$ cat src/rtl/kronos_lsu_pkg.sv
// Shared types for the kronos load/store bus initiator: access sizes,
// error causes and FSM states, plus the alignment rule used at accept time.
package kronos_lsu_pkg;

    typedef enum logic [1:0] {
        BYTE    = 2'd0,
        HALF    = 2'd1,
        WORD    = 2'd2,
        ILLEGAL = 2'd3
    } lsu_size_e;

    typedef enum logic [1:0] {
        CAUSE_NONE     = 2'd0,
        CAUSE_MISALIGN = 2'd1,
        CAUSE_TIMEOUT  = 2'd2,
        CAUSE_SIZE     = 2'd3
    } lsu_cause_e;

    typedef enum logic [1:0] {
        IDLE = 2'd0,
        BUS  = 2'd1,
        ERR  = 2'd2
    } lsu_state_e;

    function automatic logic is_misaligned(lsu_size_e size, logic [1:0] addr_lo);
        logic mis;
        mis = 1'b0;
        case (size)
            HALF:    mis = addr_lo[0];
            WORD:    mis = (addr_lo != 2'b00);
            default: mis = 1'b0;
        endcase
        return mis;
    endfunction

endpackage

$ cat src/rtl/kronos_lsu_align.sv
// Byte-lane steering for the LSU: byte enables, store-lane replication and
// load extraction with sign/zero extension. Purely combinational.
module kronos_lsu_align
    import kronos_lsu_pkg::*;
(
    input  lsu_size_e   size_i,
    input  logic        unsigned_i,
    input  logic [1:0]  addr_lo_i,
    input  logic [31:0] wdata_i,
    input  logic [31:0] rdata_i,
    output logic [3:0]  mask_o,
    output logic [31:0] wr_data_o,
    output logic [31:0] rd_data_o
);

    logic [31:0] shifted;

    always_comb begin
        mask_o    = 4'b0000;
        wr_data_o = wdata_i;
        rd_data_o = 32'h0;
        shifted   = rdata_i >> {addr_lo_i, 3'b000};
        case (size_i)
            BYTE: begin
                mask_o    = 4'b0001 << addr_lo_i;
                wr_data_o = {4{wdata_i[7:0]}};
                rd_data_o = {{24{~unsigned_i & shifted[7]}}, shifted[7:0]};
            end
            HALF: begin
                mask_o    = 4'b0011 << {addr_lo_i[1], 1'b0};
                wr_data_o = {2{wdata_i[15:0]}};
                rd_data_o = {{16{~unsigned_i & shifted[15]}}, shifted[15:0]};
            end
            WORD: begin
                mask_o    = 4'b1111;
                wr_data_o = wdata_i;
                rd_data_o = shifted;
            end
            default: begin
                mask_o    = 4'b0000;
                wr_data_o = 32'h0;
                rd_data_o = 32'h0;
            end
        endcase
    end

endmodule

$ cat src/rtl/kronos_lsu_bus_initiator.sv
// Data-bus initiator for one kronos core: turns a single execute-stage
// load/store into a req/ack transaction, with alignment checks and a watchdog.
module kronos_lsu_bus_initiator
    import kronos_lsu_pkg::*;
#(
    parameter  int unsigned TIMEOUT_CYCLES = 64,
    localparam int unsigned CNT_W = (TIMEOUT_CYCLES > 0) ? $clog2(TIMEOUT_CYCLES + 1) : 1
) (
    input  logic        clk,
    input  logic        rstz,
    // Execute side: an access transfers on a cycle where req_valid && req_ready;
    // req_ready is high only in IDLE, and exactly one resp_valid pulse answers it.
    input  logic        req_valid,
    output logic        req_ready,
    input  logic        req_wr,
    input  logic [1:0]  req_size,
    input  logic        req_unsigned,
    input  logic [31:0] req_addr,
    input  logic [31:0] req_wdata,
    output logic        resp_valid,
    output logic [31:0] resp_rdata,
    output logic        resp_err,
    output logic [1:0]  resp_cause,
    output logic        busy,
    // Shared data port
    output logic [31:0] data_addr,
    output logic [31:0] data_wr_data,
    output logic [3:0]  data_mask,
    output logic        data_wr_en,
    output logic        data_req,
    input  logic        data_ack,
    input  logic [31:0] data_rd_data
);

    lsu_state_e       state_q, state_d;
    lsu_cause_e       cause_q, cause_d;
    logic [CNT_W-1:0] wdog_q, wdog_d;
    logic             wr_q;
    lsu_size_e        size_q;
    logic             uns_q;
    logic [31:0]      addr_q;
    logic [31:0]      wdata_q;

    logic             accept;
    logic             timeout_hit;
    lsu_size_e        req_size_e;
    logic [3:0]       lane_mask;
    logic [31:0]      ld_data;

    assign req_size_e  = lsu_size_e'(req_size);
    assign req_ready   = (state_q == IDLE);
    assign busy        = (state_q != IDLE);
    assign accept      = req_valid && req_ready;
    assign timeout_hit = (TIMEOUT_CYCLES != 0) && (wdog_q == CNT_W'(TIMEOUT_CYCLES));

    kronos_lsu_align u_align (
        .size_i     (size_q),
        .unsigned_i (uns_q),
        .addr_lo_i  (addr_q[1:0]),
        .wdata_i    (wdata_q),
        .rdata_i    (data_rd_data),
        .mask_o     (lane_mask),
        .wr_data_o  (data_wr_data),
        .rd_data_o  (ld_data)
    );

    assign data_addr  = {addr_q[31:2], 2'b00};
    assign data_mask  = (state_q == BUS) ? lane_mask : 4'b0000;
    assign data_wr_en = (state_q == BUS) && wr_q;

    always_ff @(posedge clk or negedge rstz) begin
        if (!rstz) begin
            state_q <= IDLE;
            cause_q <= CAUSE_NONE;
            wdog_q  <= '0;
            wr_q    <= 1'b0;
            size_q  <= BYTE;
            uns_q   <= 1'b0;
            addr_q  <= 32'h0;
            wdata_q <= 32'h0;
        end else begin
            state_q <= state_d;
            cause_q <= cause_d;
            wdog_q  <= wdog_d;
            if (accept) begin
                wr_q    <= req_wr;
                size_q  <= req_size_e;
                uns_q   <= req_unsigned;
                addr_q  <= req_addr;
                wdata_q <= req_wdata;
            end
        end
    end

    always_comb begin
        state_d    = state_q;
        cause_d    = cause_q;
        wdog_d     = wdog_q;
        data_req   = 1'b0;
        resp_valid = 1'b0;
        resp_err   = 1'b0;
        resp_cause = CAUSE_NONE;
        resp_rdata = 32'h0;
        case (state_q)
            IDLE: begin
                wdog_d = '0;
                if (accept) begin
                    if (req_size_e == ILLEGAL) begin
                        cause_d = CAUSE_SIZE;
                        state_d = ERR;
                    end else if (is_misaligned(req_size_e, req_addr[1:0])) begin
                        cause_d = CAUSE_MISALIGN;
                        state_d = ERR;
                    end else begin
                        cause_d = CAUSE_NONE;
                        state_d = BUS;
                    end
                end
            end
            BUS: begin
                // An ack that lands in the watchdog's final cycle answers a request
                // already seen by the arbiter, so it still completes the access.
                if (data_ack) begin
                    resp_valid = 1'b1;
                    resp_rdata = wr_q ? 32'h0 : ld_data;
                    wdog_d     = '0;
                    state_d    = IDLE;
                end else if (timeout_hit) begin
                    cause_d = CAUSE_TIMEOUT;
                    wdog_d  = '0;
                    state_d = ERR;
                end else begin
                    data_req = 1'b1;
                    if (TIMEOUT_CYCLES != 0) begin
                        wdog_d = wdog_q + CNT_W'(1);
                    end
                end
            end
            ERR: begin
                resp_valid = 1'b1;
                resp_err   = 1'b1;
                resp_cause = cause_q;
                state_d    = IDLE;
            end
            default: state_d = IDLE;
        endcase
    end

endmodule

$ cat config.mk
export PLATFORM = sky130hd
export DESIGN_NAME = kronos_lsu_bus_initiator
export DESIGN_NICKNAME = d
export VERILOG_FILES = /design/src/rtl/kronos_lsu_pkg.sv /design/src/rtl/kronos_lsu_align.sv /design/src/rtl/kronos_lsu_bus_initiator.sv
export SDC_FILE = /design/constraint.sdc
export NUM_CORES = 1
export LEC_CHECK = 0
export CORE_ASPECT_RATIO = 2
export CORE_MARGIN = 4
export CORE_UTILIZATION = 40
export DETAILED_ROUTE_END_ITERATION = 8
export PLACE_DENSITY = 0.82
export SYNTH_ARGS = -nofsm -noshare
export SYNTH_HDL_FRONTEND = slang
export SYNTH_SLANG_ARGS = --single-unit
$ cat constraint.sdc
create_clock -name clk -period 3.2 [get_ports clk]
set_clock_uncertainty 0.15 [all_clocks]
set_input_delay 0.64 -clock clk [delete_from_list [all_inputs] [get_ports clk]]
set_output_delay 0.64 -clock clk [all_outputs]
set_load 0.05 [all_outputs]
## Word level (Yosys, flattened, before mapping)

Cells that the tools add are included.

- Register bits after elaboration: 79
- Latch bits: 0
- RAM bits: 0
- Input port bits: 104
- ROM bits: 0
- Output and inout bits: 108
- Memories kept: 0

- Shift operators: 3
- $mul: 0
- Equality and inequality tests: 12
- $lt $le $gt $ge: 0
- Bitwise operators: 3
- Add/subtract/negate cells: 1
- Mux-type cells: 32
- Reductions and logical operators: 9
- Divide/modulo/power cells: 0

Operators with widths:

| kind | number |
|---|---|
| 32-bit case mux with 3 select lines | 2 |
| 32-bit 2-to-1 mux | 3 |
| 32-bit by 5-bit right shift with 32-bit output | 1 |
| 2-bit 2-to-1 mux | 9 |
| 7-bit 2-to-1 mux | 2 |
| 7-bit case mux with 2 select lines | 1 |
| 4-bit case mux with 3 select lines | 1 |
| 1-bit 2-to-1 mux | 9 |
| 2-bit equality test (second input constant) | 4 |
| 2-bit case mux with 2 select lines | 2 |
| 7-bit by 1-bit adder with 7-bit output (second input constant) | 1 |
| 7-bit equality test (second input constant) | 1 |
| 2-bit by 1-bit equality test with 1-bit output (second input constant) | 3 |
| 2-bit nonzero test | 3 |
| 2-bit zero test | 2 |
| 4-bit 2-to-1 mux | 1 |
| 2-bit != test (second input constant) | 2 |
| 1-bit case mux with 2 select lines | 2 |
| 4-bit AND reduction | 1 |
| 1-bit by 2-bit left shift with 4-bit output (first input constant) | 1 |
| 2-bit by 2-bit left shift with 4-bit output (first input constant) | 1 |
| 3-bit != test (second input constant) | 1 |
| 1-bit bitwise AND | 2 |
| 1-bit logical AND | 2 |
| other kinds (3) | 3 |

## Longest topological paths before layout

- Depth in word-level cells: 9
- Mapped depth: 8
- Gate-level depth less buffers: 7

## Hierarchy

Synthesis repeated with hierarchy kept, for this count alone.

- Cell total of the unflattened synthesis: 486
- Area, all modules: 5032.3 um^2

By module, submodules not included:

| module | area an instance (um^2) | sequential area each (um^2) | cells each | times used |
|---|---|---|---|---|
| kronos_lsu_bus_initiator | 3779.9 | 1976.9 | 303 | 1 |
| kronos_lsu_align | 1252.5 | 0.0 | 183 | 1 |

## Worst setup path after synthesis

OpenSTA, ideal clock, no wires.

- Path type: register to output
- From: register addr_q[0]
- To: output port resp_rdata[1]
- Data arrival time: 2.485 ns
- Required time: 2.410 ns
- Cell stages (with the launch flop): 6
- Slack: -0.075 ns
- Cells stage by stage: dfrtp_1 buf_6 clkbuf_1 clkbuf_1 a211oi_1 a211oi_1

- Word-level cells in the longest chain between the ends: 5

RTL lines:

| what | line | source |
|---|---|---|
| start: declaration | kronos_lsu_bus_initiator.sv:41 | `logic [31:0] addr_q;` |
| start signal: assignment | kronos_lsu_bus_initiator.sv:89 | `addr_q <= req_addr;` |
| 32-bit by 5-bit right shift with 32-bit output | kronos_lsu_align.sv:22 | `shifted = rdata_i >> {addr_lo_i, 3'b000};` |
| 32-bit case mux with 3 select lines | kronos_lsu_align.sv:23 | `case (size_i)` |
| 32-bit 2-to-1 mux | kronos_lsu_bus_initiator.sv:125 | `resp_rdata = wr_q ? 32'h0 : ld_data;` |
| 32-bit 2-to-1 mux | kronos_lsu_bus_initiator.sv:123 | `if (data_ack) begin` |
| 32-bit 2-to-1 mux | kronos_lsu_bus_initiator.sv:104 | `case (state_q)` |
| end: declaration | kronos_lsu_bus_initiator.sv:21 | `output logic [31:0] resp_rdata,` |

No other way between the ends.

## Final worst setup path

- From: register addr_q[0]
- To: output port resp_rdata[18]

- Word-level cells in the longest chain between the ends: 6
- Elaborated cells between the ends (all ways): 7
- Those cells by class: shift: 1; mux: 4; bitwise: 2

RTL lines:

| what | line |
|---|---|
| 32-bit by 5-bit right shift with 32-bit output * | kronos_lsu_align.sv:22 |
| 1-bit bitwise AND, on equally long branches | kronos_lsu_align.sv:32, kronos_lsu_align.sv:27 |
| 32-bit case mux with 3 select lines * | kronos_lsu_align.sv:23 |
| 32-bit 2-to-1 mux * | kronos_lsu_bus_initiator.sv:125 |
| 32-bit 2-to-1 mux * | kronos_lsu_bus_initiator.sv:123 |
| 32-bit 2-to-1 mux * | kronos_lsu_bus_initiator.sv:104 |

Mark *: on every way between the ends. The rest lies on a longest branch, timed or not.

==> results_dict.tcl <==
set metrics [dict create \
    status "finished, final reports clean" \
    regToRegSetupSlack_ns 1.14 \
    die_x_um 84.1 \
    cp_max_fo 8 \
    first_pass_iters 4 \
    synth_area_mm2 0.00464 \
    drive_gt1_frac 0.324 \
    cp_cell_sequence "mux2i_2, mux4_2, or4_4, o21ai_2, buf_12" \
    worst_hold_path_type "input port to async pin" \
    clock_latency_ns 0.33 \
    ir_drop_uv 851 \
    clock.fmax_mhz 313 \
    dp_slack_ns -0.474 \
    critical_path.max_stage_delay_ns 0.62 \
    final_max_slew_viol_count 0 \
    yosysWarnings 0 \
    detail_route.wl_per_cell_um 19.8 \
    io_pins 212 \
    cp.required_ns 2.41 \
    gp_congestion 0.944 \
    drv_cap 0 \
    slew_headroom 0.324 \
    fill_cells 833 \
    num_vias 4237 \
    grt_pass1_vias 4740 \
    grt_max_degree 80 \
    initial_core_util 0.408 \
    dp_hpwl_um 12500 \
    cts_made_buffers 9 \
    worstReg2RegStart "state_q[0]" \
    cp-start-kind "flip-flop" \
    arrival_ns 2.41 \
    vias_per_cell 5.38 \
    die_area_mm2 0.0135 \
    clockRootBuffer "clkbuf_16" \
    path_clk_slew_ns 0.07 \
    cp-startpoint "addr_q[0]" \
    drtIter0Drc 105 \
    layout_min_cycle_time_ns 3.20 \
    area_delta_synth_final_pct 68.0 \
    synth_top_area_share 0.426 \
    slowest_stage "or4_4" \
    rsz0062_at_grt "yes" \
    synth_area_leaders "dfrtp_1 43%, mux2_2 16%, mux2i_1 5.4%" \
    antenna_left 0 \
    core_mm2 0.0114 \
    fin_cells 788 \
    setup_viol 0 \
    powerDensity_mw_per_mm2 1210 \
    crit_type "flip-flop to output port" \
    synthesis.instances 445 \
    wirelength_um 15600 \
    max_slew.worst_pin.slew_ns 1.01 \
    grt_pass1_wl_um 24600 \
    yosysTopAreaCell "dfrtp_1" \
    cts_hold_buf 0 \
    critPathTopFamily "multiplexers" \
    antenna_found_initial 1 \
    dp.cells 767 \
    drc 0 \
    overflow 0 \
    final.setup.worst_slack_ns 0.00155 \
    rows 55 \
    cts_tree "yes" \
    grt.total_usage 0.229 \
    reg2reg_to "wdata_q[22]" \
    finalCritPeriodShare 1.00 \
    worstSetupEndpointType "output port" \
    path_buf_inv 1 \
    cts_buffer_depth 2 \
    fin_nets 752 \
    cts_sinks 79 \
    ys_types 42 \
    seq_area_frac_synth 0.426 \
    ys_seq_elements 79 \
    die_h_um 160 \
    power_mw 9.46 \
    hold_violations 0 \
    r2r_cells 5 \
    worst-path-stages 5 \
    p_leak_nw 3.46 \
    avgSynthCellArea_um2 10.4 \
    port_buffers 209 \
    cts_htree_levels 3 \
]
## placed cells by master, fill, tap and decap left out, types with 5 or more instances in the layout
cell type / n
a21oi_1: 20
nor2b_1: 9
a211oi_1: 9
o21ai_2: 7
clkbuf_16: 9
buf_12: 61
nand2_1: 19
buf_4: 37
a21o_1: 24
a22o_1: 5
and2_1: 14
inv_1: 12
ha_1: 8
dfrtp_1: 77
a211oi_2: 5
nor2_1: 22
mux2i_1: 24
mux2_2: 67
clkdlybuf4s50_1: 136
o21ai_0: 22
## state kept, by name, indices dropped and copies added, names as in the netlist
name     cells
addr_q      32
cause_q      2
state_q      2
size_q       2
wr_q         1
uns_q        1
wdog_q       7
wdata_q     32
## cells in the mapped netlist
cell type,number
o2bb2ai_1,1
buf_6,1
mux2_2,67
nand2_1,20
and3_1,1
ha_1,8
nand3_1,3
a31oi_1,4
or3_1,1
a22o_1,5
o22ai_1,1
o21a_1,1
nand2b_1,3
clkbuf_1,23
mux4_2,1
buf_1,1
o21ai_0,30
clkinv_1,1
o311ai_0,1
nand3b_1,2
xor2_1,1
a41oi_1,2
o211a_1,2
buf_4,32
nor2_1,23
xnor2_1,1
nor2b_1,10
nor4_2,1
a211oi_1,14
or4_1,4
inv_2,1
conb_1,1
a21oi_1,20
mux2i_1,25
dfrtp_1,79
inv_1,12
buf_2,1
o22a_1,1
a21o_1,24
o21bai_1,1
and2_1,14
or2_2,1
## cell families (layout without fill, tap and decap cells)
logic type | after synthesis | count (layout) | synth area share
buf+inv | 72 | 271 | 0.0861
flops | 79 | 79 | 0.426
other cells | 1 | 3 | 0.000809
mux | 93 | 93 | 0.222
compound gates | 107 | 107 | 0.149
xor+xnor | 2 | 2 | 0.00378
fa+ha+maj | 8 | 8 | 0.0216
simple gates | 83 | 83 | 0.0910
## power breakdown
part	internal (mW)	switching, mW
clock	0.615	0.427
combinational	2.79	3.81
sequential	1.48	0.342
## metrics by stage
step,cell area [µm²],hold slack [ns],TNS (ns),utilization
after floorplan,4650,0.194,-0.250,-
after global placement,7390,0.322,-5.56,0.651
after detailed placement,7390,0.341,-6.75,0.651
after CTS,7750,0.356,0,0.683
after global routing,7790,0.367,-0.341,0.686
final,7790,0.312,0,0.686
## routing by layer
layer  vias up  GRT usage  part of all wire
met3        50     0.0542             0.064
met5         -          0                 0
met2       203      0.431              0.55
met1      2050      0.221              0.34
met4         0      0.127             0.051
li1       1934          -                 -
## how the worst max path moves through the flow
stage and to:
3_3_place_gp resp_rdata[23], 4_1_cts resp_rdata[9], 5_1_grt resp_rdata[18], 2_1_floorplan resp_rdata[3], 3_5_place_dp resp_rdata[21], 6_report resp_rdata[18]
## timing repair
item                       CTS  global route
hold endpoints to repair     0             0
pin swaps                    4             3
gates resized for setup     18            10
setup endpoints to repair   24            27
buffers inserted             3             1
## worst register-to-register path, delay by kind of cell (launching register included)
kind	cells	cell delay [ns]
DFF	1	0.37
muxes	1	0.37
buffers and inverters	2	0.42
adders and majority gates	1	0.31
and+or+nand+nor	1	0.31
## area by class of cell
class	instances	area, µm²	area share
Inverter	14	52.6	0.00675
Antenna cell	1	2.50	0.000321
Multi-Input combinational cell	295	2350	0.302
Tap cell	142	178	0.0228
Timing Repair Buffer	241	2920	0.375
Sequential cell	79	1980	0.254
Clock inverter	7	77.6	0.00996
Clock buffer	9	225	0.0289
Note: power is estimated with default switching activity, not from simulation.
